$ cat src/rtl/wb_accel_regbank_pkg.sv
// Shared definitions for the Wishbone accelerator register bank:
// register offsets, CTRL/STATUS bit positions and the handshake FSM states.
package wb_accel_regbank_pkg;

  localparam int unsigned WB_W = 32;

  localparam logic [7:0] OFF_CTRL   = 8'h00;
  localparam logic [7:0] OFF_STATUS = 8'h04;
  localparam logic [7:0] OFF_CH_IN  = 8'h10;
  localparam logic [7:0] OFF_CH_OUT = 8'h30;

  localparam int unsigned CTRL_START   = 0;
  localparam int unsigned CTRL_IRQ_EN  = 1;
  localparam int unsigned STAT_BUSY    = 0;
  localparam int unsigned STAT_DONE    = 1;
  localparam int unsigned STAT_OVERRUN = 2;

  typedef enum logic [1:0] {
    ST_IDLE = 2'd0,
    ST_REQ  = 2'd1,
    ST_WAIT = 2'd2
  } state_e;

  // Byte offset of channel n within a channel register block
  function automatic logic [7:0] ch_off(input logic [7:0] base, input int unsigned n);
    return base + 8'(4 * n);
  endfunction

endpackage

$ cat src/rtl/wb_byte_lane_reg.sv
// DATA_W-wide register written per Wishbone byte lane, with synchronous clear.
module wb_byte_lane_reg #(
  parameter int unsigned DATA_W = 20
) (
  input  logic                        clk,
  input  logic                        clr,
  input  logic                        we,
  input  logic [((DATA_W+7)/8)-1:0]   sel,
  input  logic [DATA_W-1:0]           wdat,
  output logic [DATA_W-1:0]           q
);

  logic [DATA_W-1:0] mask;

  for (genvar i = 0; i < DATA_W; i++) begin : g_mask
    assign mask[i] = sel[i/8];
  end

  always_ff @(posedge clk) begin
    if (clr) begin
      q <= '0;
    end else if (we) begin
      q <= (q & ~mask) | (wdat & mask);
    end
  end

endmodule

$ cat src/rtl/wb_accel_regbank.sv
// Wishbone register window fronting a valid/ready accelerator core:
// CH_IN operands, START/IRQ control, BUSY/DONE/OVERRUN status, CH_OUT results.
module wb_accel_regbank
  import wb_accel_regbank_pkg::*;
#(
  parameter logic [31:0] BASE_ADDR = 32'h3003_0000,
  parameter int unsigned NUM_CH    = 2,
  parameter int unsigned DATA_W    = 20
) (
  input  logic                       clk,
  input  logic                       rst_n,
  input  logic                       wbs_cyc_i,
  input  logic                       wbs_stb_i,
  input  logic                       wbs_we_i,
  input  logic [31:0]                wishbone_address,
  input  logic [3:0]                 wbs_sel_i,
  input  logic [31:0]                wbs_dat_i,
  output logic [31:0]                wbs_dat_o,
  output logic                       wbs_ack_o,
  output logic                       core_req_valid,
  input  logic                       core_req_ready,
  output logic [NUM_CH*DATA_W-1:0]   core_in,
  input  logic                       core_rsp_valid,
  input  logic [NUM_CH*DATA_W-1:0]   core_rsp_data,
  output logic                       irq
);

  localparam int unsigned NB = (DATA_W + 7) / 8;

  state_e state_q, state_d;

  logic              ack_q;
  logic [WB_W-1:0]   dat_q;
  logic              irq_en_q;
  logic              done_q;
  logic              ovr_q;
  logic              req_valid_q;
  logic              irq_q;
  logic [DATA_W-1:0] ch_in_q  [NUM_CH];
  logic [DATA_W-1:0] ch_out_q [NUM_CH];

  logic              access;
  logic              wr;
  logic              in_win;
  logic [7:0]        off;
  logic              busy;
  logic              hit_ctrl;
  logic              hit_status;
  logic [NUM_CH-1:0] hit_in;
  logic [NUM_CH-1:0] hit_out;
  logic [WB_W-1:0]   rdata;
  logic              start_wr;
  logic              w1c_done;
  logic              w1c_ovr;
  logic              rsp_fire;

  // Lanes and data bits above DATA_W carry nothing for channel registers
  logic unused_in;
  assign unused_in = ^{wbs_sel_i, wbs_dat_i};

  assign access = wbs_cyc_i && wbs_stb_i && !ack_q;
  assign wr     = access && wbs_we_i;
  assign in_win = (wishbone_address[31:8] == BASE_ADDR[31:8]);
  assign off    = wishbone_address[7:0];
  assign busy   = (state_q != ST_IDLE);

  assign hit_ctrl   = in_win && (off == OFF_CTRL);
  assign hit_status = in_win && (off == OFF_STATUS);

  for (genvar n = 0; n < NUM_CH; n++) begin : g_dec
    assign hit_in[n]  = in_win && (off == ch_off(OFF_CH_IN, n));
    assign hit_out[n] = in_win && (off == ch_off(OFF_CH_OUT, n));
  end

  assign start_wr = wr && hit_ctrl && wbs_sel_i[0] && wbs_dat_i[CTRL_START];
  assign w1c_done = wr && hit_status && wbs_sel_i[0] && wbs_dat_i[STAT_DONE];
  assign w1c_ovr  = wr && hit_status && wbs_sel_i[0] && wbs_dat_i[STAT_OVERRUN];
  assign rsp_fire = (state_q == ST_WAIT) && core_rsp_valid;

  // Read mux; unmapped offsets fall through to zero
  always_comb begin
    rdata = '0;
    if (hit_ctrl) begin
      rdata[CTRL_IRQ_EN] = irq_en_q;
    end
    if (hit_status) begin
      rdata[STAT_BUSY]    = busy;
      rdata[STAT_DONE]    = done_q;
      rdata[STAT_OVERRUN] = ovr_q;
    end
    for (int n = 0; n < NUM_CH; n++) begin
      if (hit_in[n]) begin
        rdata = WB_W'(ch_in_q[n]);
      end
      if (hit_out[n]) begin
        rdata = WB_W'(ch_out_q[n]);
      end
    end
  end

  // Handshake FSM next state
  always_comb begin
    state_d = state_q;
    case (state_q)
      ST_IDLE: if (start_wr)       state_d = ST_REQ;
      ST_REQ:  if (core_req_ready) state_d = ST_WAIT;
      ST_WAIT: if (core_rsp_valid) state_d = ST_IDLE;
      default:                     state_d = ST_IDLE;
    endcase
  end

  always_ff @(posedge clk) begin
    if (!rst_n) begin
      state_q     <= ST_IDLE;
      req_valid_q <= 1'b0;
    end else begin
      state_q     <= state_d;
      req_valid_q <= (state_d == ST_REQ);
    end
  end

  // Single-cycle ack; read data captured on the access edge (pre-write view)
  always_ff @(posedge clk) begin
    if (!rst_n) begin
      ack_q <= 1'b0;
      dat_q <= '0;
    end else begin
      ack_q <= access;
      if (access) begin
        dat_q <= rdata;
      end
    end
  end

  // Control/status; hardware set beats software clear
  always_ff @(posedge clk) begin
    if (!rst_n) begin
      irq_en_q <= 1'b0;
      done_q   <= 1'b0;
      ovr_q    <= 1'b0;
      irq_q    <= 1'b0;
    end else begin
      if (wr && hit_ctrl && wbs_sel_i[0]) begin
        irq_en_q <= wbs_dat_i[CTRL_IRQ_EN];
      end
      if (rsp_fire) begin
        done_q <= 1'b1;
      end else if (w1c_done) begin
        done_q <= 1'b0;
      end
      if (start_wr && busy) begin
        ovr_q <= 1'b1;
      end else if (w1c_ovr) begin
        ovr_q <= 1'b0;
      end
      irq_q <= irq_en_q && done_q;
    end
  end

  for (genvar n = 0; n < NUM_CH; n++) begin : g_ch
    wb_byte_lane_reg #(
      .DATA_W (DATA_W)
    ) u_ch_in (
      .clk  (clk),
      .clr  (!rst_n),
      .we   (wr && hit_in[n] && !busy),
      .sel  (wbs_sel_i[NB-1:0]),
      .wdat (wbs_dat_i[DATA_W-1:0]),
      .q    (ch_in_q[n])
    );

    always_ff @(posedge clk) begin
      if (!rst_n) begin
        ch_out_q[n] <= '0;
      end else if (rsp_fire) begin
        ch_out_q[n] <= core_rsp_data[n*DATA_W +: DATA_W];
      end
    end

    assign core_in[n*DATA_W +: DATA_W] = ch_in_q[n];
  end

  assign wbs_ack_o      = ack_q;
  assign wbs_dat_o      = dat_q;
  assign core_req_valid = req_valid_q;
  assign irq            = irq_q;

endmodule

$ cat config.mk
export PLATFORM = sky130hd
export DESIGN_NAME = wb_accel_regbank
export DESIGN_NICKNAME = d
export VERILOG_FILES = /design/src/rtl/wb_accel_regbank_pkg.sv /design/src/rtl/wb_byte_lane_reg.sv /design/src/rtl/wb_accel_regbank.sv
export SDC_FILE = /design/constraint.sdc
export NUM_CORES = 1
export LEC_CHECK = 0
export BUFFER_PORTS_ARGS = -buffer_cell sky130_fd_sc_hd__buf_2
export CAP_MARGIN = 20
export CORE_MARGIN = 1.5
export CORE_UTILIZATION = 50
export CTS_BUF_LIST = sky130_fd_sc_hd__clkbuf_16
export CTS_CLUSTER_DIAMETER = 40
export CTS_CLUSTER_SIZE = 30
export DETAILED_ROUTE_END_ITERATION = 10
export HOLD_SLACK_MARGIN = 0.02
export PLACE_DENSITY = 0.87
export SLEW_MARGIN = 25
export SYNTH_ARGS = -nofsm -noshare
export SYNTH_HDL_FRONTEND = slang
export SYNTH_SLANG_ARGS = --single-unit
$ cat constraint.sdc
create_clock -name clk -period 4.9 [get_ports clk]
set_input_delay 0.735 -clock clk [delete_from_list [all_inputs] [get_ports clk]]
set_output_delay 0.735 -clock clk [all_outputs]
set_load 0.01 [all_outputs]
==> Flow_metrics.wiki, run 1 <==
{| class="wikitable"
! Metric !! Value
|-
| Outcome || finished, final reports clean
|-
| Max-slew violation count || 0
|-
| Aggregate global-route resource usage || 0.263
|-
| Clock sinks || 108
|-
| Die area || 11,000 um^2
|-
| Pin count of the biggest net entering global routing || 47
|-
| Number of vias per cell after detailed routing || 5.77
|-
| Insertion delay of the later-clocked pin in the worst-skew pair || 0.34 ns
|-
| Number of buffers inserted to repair setup after CTS || 0
|-
| Share of the yosys chip area belonging to registers || 0.496
|-
| Critical path fanouts, max || 25
|-
| #FFs+latches synth || 108
|-
| Setup repair after global routing missed its margin || false
|-
| RePlAce Congestion || 0.877
|-
| Clock skew || 0.00903 ns
|-
| Quantity of I/O buffers inserted on ports || 164
|-
| Clock-pin transition on the worst setup and hold timing paths || 0.07 ns
|-
| Die W || 105 um
|-
| Die Y-Extent || 105 um
|-
| Average wire per cell in the routed design || 17.8 um
|-
| Met3 Use GR || 0.0643
|-
| Count of instances resized after the clock tree is built || 0
|-
| Worst-case clock buffer depth || 2
|-
| CTS tree || built
|-
| Detailed Route Iter0 Violations || 361
|-
| Floorplan Core Area || 9910 um^2
|-
| Global route overflow || 0
|-
| Maximum capacitance violations || 0
|-
| Number of inserted filler cells in the final layout || 817
|-
| Antenna Diode Count || 0
|-
| I/O pin count || 190
|-
| Global-route wire length before repair || 22,500 um
|-
| Worst hold path class || flop to flop
|-
| Asr flop ratio synth || 0
|-
| Category of the worst setup path capture point || flop
|-
| Synth-to-layout area growth || 22.6%
|-
| DRC violation count after routing || 0
|-
| Area of the mapped netlist || 5170 um^2
|-
| Worst setup timing slack at the placement stage || 1.13 ns
|-
| Total number of vias || 4,645
|-
| Worst max-slew margin expressed relative to the limit || 0.348
|-
| Hold path cells || 2
|-
| Setup slack, reg-to-reg || 2.55 ns
|-
| Number of rows created at floorplan || 36
|-
| CTS Hold Buffers Added || 0
|-
| Cell count after placement || 788
|-
| Post-Synthesis Cells || 526
|-
| Crit path DAT || 3.74 ns
|-
| Worst reg2reg startpoint || wbs_ack_o
|-
| Startpoint kind of the worst setup timing path || input port
|-
| Number of synthesized flops with an enable pin || 40
|-
| Maximum operating frequency || 288 MHz
|-
| Non-filler instance count after layout || 805
|-
| CP Class || input port to flop
|-
| VDD IR max || 0.177 mV
|-
| Via count of the first global-routing pass || 4,316
|-
| Number of buffers created by CTS || 9
|-
| Most common cell after layout, fill and taps aside || buf_2
|-
| Number of hold-slack violations in the final timing report || 0
|-
| Pwr Density || 293 nW/um^2
|-
| R2R depth || 5
|-
| Wire length after detailed routing || 14,400 um
|-
| Yosys warning total || 0
|-
| PnR worst setup slack || 1.43 ns
|-
| Estimated wirelength of the detail-placed design || 9980 um
|-
| Post-detailed-route count of antenna-violating nets || 0
|-
| Clock root buffer master || clkbuf_16
|-
| Pre-antenna DRT Iters || 5
|-
| H-tree depth || 3
|-
| Met2 Usage GRT || 0.419
|-
| Initial Utilization || 0.522
|-
| Met1 GRT Util || 0.340
|-
| Crit path required time || 5.17 ns
|-
| Cell leakage power || 2.63 nW
|-
| Number of setup violations in the final report || 0
|-
| Most congested layer reported by global routing || met2
|-
| Clock period minus final worst setup slack || 3.47 ns
|-
| Fraction of final layout cells sized beyond drive strength 1 || 0.293
|-
| Count of unique library cells instantiated by Yosys || 50
|-
| Final TNS setup || 0 ns
|-
| Final Net Count || 782
|-
| Antenna violations before repair || 0
|-
| Mean cell area of the mapped netlist || 9.83 um^2
|-
| Most common flop cell mapped by yosys || dfxtp_1
|-
| Period Utilization, post-route || 0.708
|-
| Most used cells in the layout excluding fill and tap cells || buf_2, dfxtp_1, nand2_1
|-
| Worst slew pin tran || 0.978 ns
|}
==> report_power, final <==
| group | switching (mW) | total (mW) | internal, mW |
|---|---|---|---|
| clock network | 0.320 | 0.763 | 0.443 |
| logic | 0.0842 | 0.139 | 0.0546 |
| registers | 0.00809 | 0.956 | 0.948 |
| total | 0.412 | 1.86 | 1.45 |
==> how the worst max path moves through the flow <==
stage | start | cells after the start | to | slack (ns)
3_3_place_gp | wishbone_address[5] | 5 | flop | 1.22
3_5_place_dp | wishbone_address[5] | 5 | flop | 1.13
4_1_cts | wishbone_address[5] | 5 | flop | 1.50
2_1_floorplan | core_rsp_valid | 2 | ch_out_q[0][0] | 0.77
6_report | wishbone_address[5] | 5 | flop | 1.43
5_1_grt | wishbone_address[5] | 5 | flop | 1.33
==> layout make-up <==
| type | instances | area [um^2] | area share |
|---|---|---|---|
| clock buffer | 9 | 225 | 0.0355 |
| timing repair buffer | 171 | 873 | 0.138 |
| sequential | 108 | 2560 | 0.404 |
| inverter | 22 | 82.6 | 0.0130 |
| tap | 133 | 166 | 0.0263 |
| multi-input combinational | 355 | 2340 | 0.369 |
| clock inverter | 7 | 85.1 | 0.0134 |
==> Yosys cell counts, drive strengths merged, types with 3 or more instances <==
| cell type | count | area, um^2 |
|---|---|---|
| nand4 | 8 | 50.1 |
| inv | 22 | 82.6 |
| o32ai | 17 | 149 |
| or2 | 3 | 18.8 |
| nor3 | 9 | 45.0 |
| a31oi | 18 | 113 |
| a31o | 3 | 26.3 |
| nand2b | 3 | 18.8 |
| nand2 | 63 | 236 |
| and4 | 3 | 26.3 |
| and2 | 41 | 257 |
| nor4 | 11 | 156 |
| dfxtp | 68 | 1360 |
| o211ai | 5 | 37.5 |
| or4b | 4 | 40.0 |
| nand3 | 21 | 105 |
| o2111ai | 14 | 123 |
| edfxtp | 40 | 1200 |
| and3 | 3 | 18.8 |
| nand4b | 7 | 61.3 |
| nor2 | 27 | 101 |
| clkbuf | 37 | 139 |
| buf | 15 | 108 |
| o21ai | 18 | 90.1 |
| mux2i | 40 | 400 |
| nand3b | 4 | 30.0 |
==> through the flow <==
step / power, mW / hold WS (ns) / instance area, um^2 / utilization
3_3_place_gp: 1.11 / 0.457 / 6020 / 0.607
4_1_cts: 1.86 / 0.473 / 6330 / 0.639
2_1_floorplan: 1.05 / 0.464 / 5210 / -
6_report: 1.86 / 0.470 / 6340 / 0.639
3_5_place_dp: 1.11 / 0.462 / 6020 / 0.607
5_1_grt: 1.92 / 0.491 / 6340 / 0.639
==> critical path, stage by stage <==
cell     delay [ns]
buf_2          0.17
or4b_1         0.99
or2_1          0.72
nor4_4         0.85
mux2i_1        0.27
==> per-layer routing <==
metal	wire, um	up-vias
li1	-	2177
met1	6030	2178
met2	6850	259
met3	1140	31
met4	352	0
met5	0	-
==> logic make-up (layout without fill, tap and decap cells) <==
family	count (synthesis)	in the layout	share of synthesized area
flops	108	108	0.496
simple gates	215	215	0.239
mux	40	40	0.0774
other cells	1	12	0.000725
buf+inv	74	209	0.0636
compound gates	88	88	0.124
Note: power is estimated with default switching activity, not from simulation.
==> run 2: changes to the inputs <==
ABC_AREA = 1   (was not set)
CORE_UTILIZATION = 49   (was 50)
PLACE_DENSITY = 0.86   (was 0.87)
clock period = 3.6 ns   (was 4.9 ns; I/O delays follow)
==> run 2 against run 1 <==
Sequential share of layout area rose by 1.3 points. Die area fell by 0.58%. Final cell count rose by 15%. Worst hold slack got worse by 0.013 ns. Final area fell by 3.1%. Register-to-register slack got worse by 0.92 ns. Highest routed layer unchanged. Synthesized cell count rose by 21%. Largest cell class unchanged. Total power rose by 27%. Clock power rose by 15%. Flip-flop and latch count did not move. Non-clock buffer count did not move.
==> Flow_metrics.wiki, run 2 <==
{| class="wikitable"
! Metric !! Value
|-
| Die area || 10,900 um^2
|-
| Estimated wirelength of the detail-placed design || 9650 um
|-
| Number of buffers created by CTS || 9
|-
| RePlAce Congestion || 0.891
|-
| Non-filler instance count after layout || 927
|-
| Clock period minus final worst setup slack || 2.18 ns
|-
| Met3 routed wirelength || 1010 um
|-
| #FFs+latches synth || 108
|-
| Die Y-Extent || 104 um
|-
| Pin count of the biggest net entering global routing || 42
|-
| Crit path required time || 3.84 ns
|-
| I/O pin count || 190
|-
| Outcome || finished, final reports clean
|-
| Pre-antenna DRT Iters || 5
|-
| Number of vias per cell after detailed routing || 5.02
|-
| Crit path DAT || 2.43 ns
|-
| Most common cell after layout, fill and taps aside || buf_2
|-
| DR top layer || met4
|-
| Count of instances resized after the clock tree is built || 0
|-
| Setup repair after global routing missed its margin || false
|-
| Antenna Diode Count || 0
|-
| Wire length on met1 || 5620 um
|-
| Number of synthesized flops with an enable pin || 40
|-
| Maximum operating frequency || 458 MHz
|-
| Quantity of I/O buffers inserted on ports || 164
|-
| Final TNS setup || 0 ns
|-
| Via count of the first global-routing pass || 4,404
|-
| Cell leakage power || 2.99 nW
|-
| Placement Cell Area || 5880 um^2
|-
| Most common flop cell mapped by yosys || dfxtp_1
|-
| Detailed Route Iter0 Violations || 262
|-
| Pwr Density || 384 nW/um^2
|-
| DRC violation count after routing || 0
|-
| Number of rows created at floorplan || 36
|-
| Floorplan Core Area || 9860 um^2
|-
| Dominant cells by area after synthesis || dfxtp_1, edfxtp_1, nor2_1
|-
| Worst max-slew margin expressed relative to the limit || 0.391
|-
| Cell accounting for the most synthesized area || dfxtp_1
|-
| Clock sinks || 108
|-
| Startpoint kind of the worst setup timing path || input port
|-
| Worst hold path class || input port to flop
|-
| Cell with the most instances after synthesis || nor2_1
|-
| Cell count after placement || 911
|-
| Fraction of post-synthesis cell area in the top cell type by area || 0.270
|-
| Number of setup violations in the final report || 0
|-
| Share of the yosys chip area belonging to registers || 0.509
|-
| Maximum capacitance violations || 0
|-
| VDD IR max || 0.226 mV
|-
| Wire length after detailed routing || 13,100 um
|-
| CTS Hold Buffers Added || 0
|-
| Average wire per cell in the routed design || 14.2 um
|-
| Mean cell area of the mapped netlist || 7.93 um^2
|-
| Global route overflow || 0
|-
| Asr flop ratio synth || 0
|-
| Post-detailed-route count of antenna-violating nets || 0
|-
| Clock skew || 0.00845 ns
|-
| Antenna violations before repair || 0
|-
| Area of the mapped netlist || 5040 um^2
|-
| Most used cells in the layout excluding fill and tap cells || buf_2, nor2_1, inv_1
|-
| Initial Utilization || 0.511
|-
| Count of unique library cells instantiated by Yosys || 31
|-
| Post-Synthesis Cells || 635
|-
| Die W || 104 um
|-
| Synth-to-layout area growth || 21.9%
|-
| Category of the worst setup path capture point || flop
|-
| Aggregate global-route resource usage || 0.244
|-
| H-tree depth || 3
|-
| Period Utilization, post-route || 0.606
|-
| Total number of vias || 4,657
|-
| Critical path fanouts, max || 17
|-
| Insertion delay of the later-clocked pin in the worst-skew pair || 0.33 ns
|-
| Non-Filler Cell Area, Final || 6140 um^2
|-
| Fraction of final layout cells sized beyond drive strength 1 || 0.259
|-
| Global-route wire length before repair || 21,400 um
|-
| Clock-pin transition on the worst setup and hold timing paths || 0.07 ns
|-
| Clock root buffer master || clkbuf_16
|-
| Max-slew violation count || 0
|-
| Synth cell count leaders || nor2_1, inv_1, nand2_1
|-
| Post-Route Utilization || 0.622
|-
| Yosys warning total || 0
|-
| Wire length on met2 || 6240 um
|-
| CP Class || input port to flop
|-
| Worst slew pin tran || 0.914 ns
|-
| CTS tree || built
|-
| Final Net Count || 904
|-
| Worst-case clock buffer depth || 2
|-
| Number of buffers inserted to repair setup after CTS || 0
|-
| Number of hold-slack violations in the final timing report || 0
|}
==> run 2: cell type report <==
class / instances / area [um^2]
multi-input combinational: 405 / 1920
clock inverter: 7 / 37.5
tap: 133 / 166
sequential: 108 / 2560
clock buffer: 9 / 225
fill: 900 / 3720
timing repair buffer: 171 / 873
inverter: 94 / 353
==> run 2: metal layers <==
layer,up-vias,global-route usage
met5,-,0
met4,0,0.0744
met3,22,0.0489
met2,214,0.404
met1,2098,0.322
li1,2323,-
==> run 2: worst paths after layout <==
path                            cells past startpoint                 start  slack (ns)        endpoint
worst max-delay path                               11  wishbone_address[23]        1.42            flop
worst min-delay path                                3         wbs_dat_i[13]        0.46            flop
worst max register to register                      6            state_q[1]        1.63  ch_out_q[0][1]
worst min register to register                      2              irq_en_q        0.47             irq
==> run 2: cells by family (layout without fill, tap and decap cells) <==
kind of cell / Yosys count / in the layout / share of synthesized area
buffers and inverters: 133 / 281 / 0.118
DFF: 108 / 108 / 0.509
and+or+nand+nor: 280 / 280 / 0.243
AOI/OAI and AO/OA: 113 / 113 / 0.130
other: 1 / 12 / 0.000745
==> run 2: stage by stage <==
stage | worst slack, ns | power [mW] | hold WS, ns
2_1_floorplan | 1.69 | 1.42 | 0.419
3_3_place_gp | 1.10 | 1.50 | 0.435
3_5_place_dp | 1.08 | 1.50 | 0.462
4_1_cts | 1.42 | 2.37 | 0.458
5_1_grt | 1.12 | 2.44 | 0.473
6_report | 1.42 | 2.36 | 0.457
==> run 2: worst max-delay path, stage by stage <==
cell and delay (ns):
buf_2 0.10, nor2_1 0.09, nand2_1 0.05, nor2_1 0.11
nand2_1 0.10, nor2_2 0.37, nand3_2 0.10, buf_4 0.23
nor2_2 0.20, nand2_2 0.24, a211oi_1 0.28
==> run 2: report_power, final <==
| group | switching, mW | internal (mW) |
|---|---|---|
| sequential | 0.0112 | 1.29 |
| combinational | 0.103 | 0.0696 |
| clock | 0.420 | 0.461 |
| total | 0.534 | 1.82 |
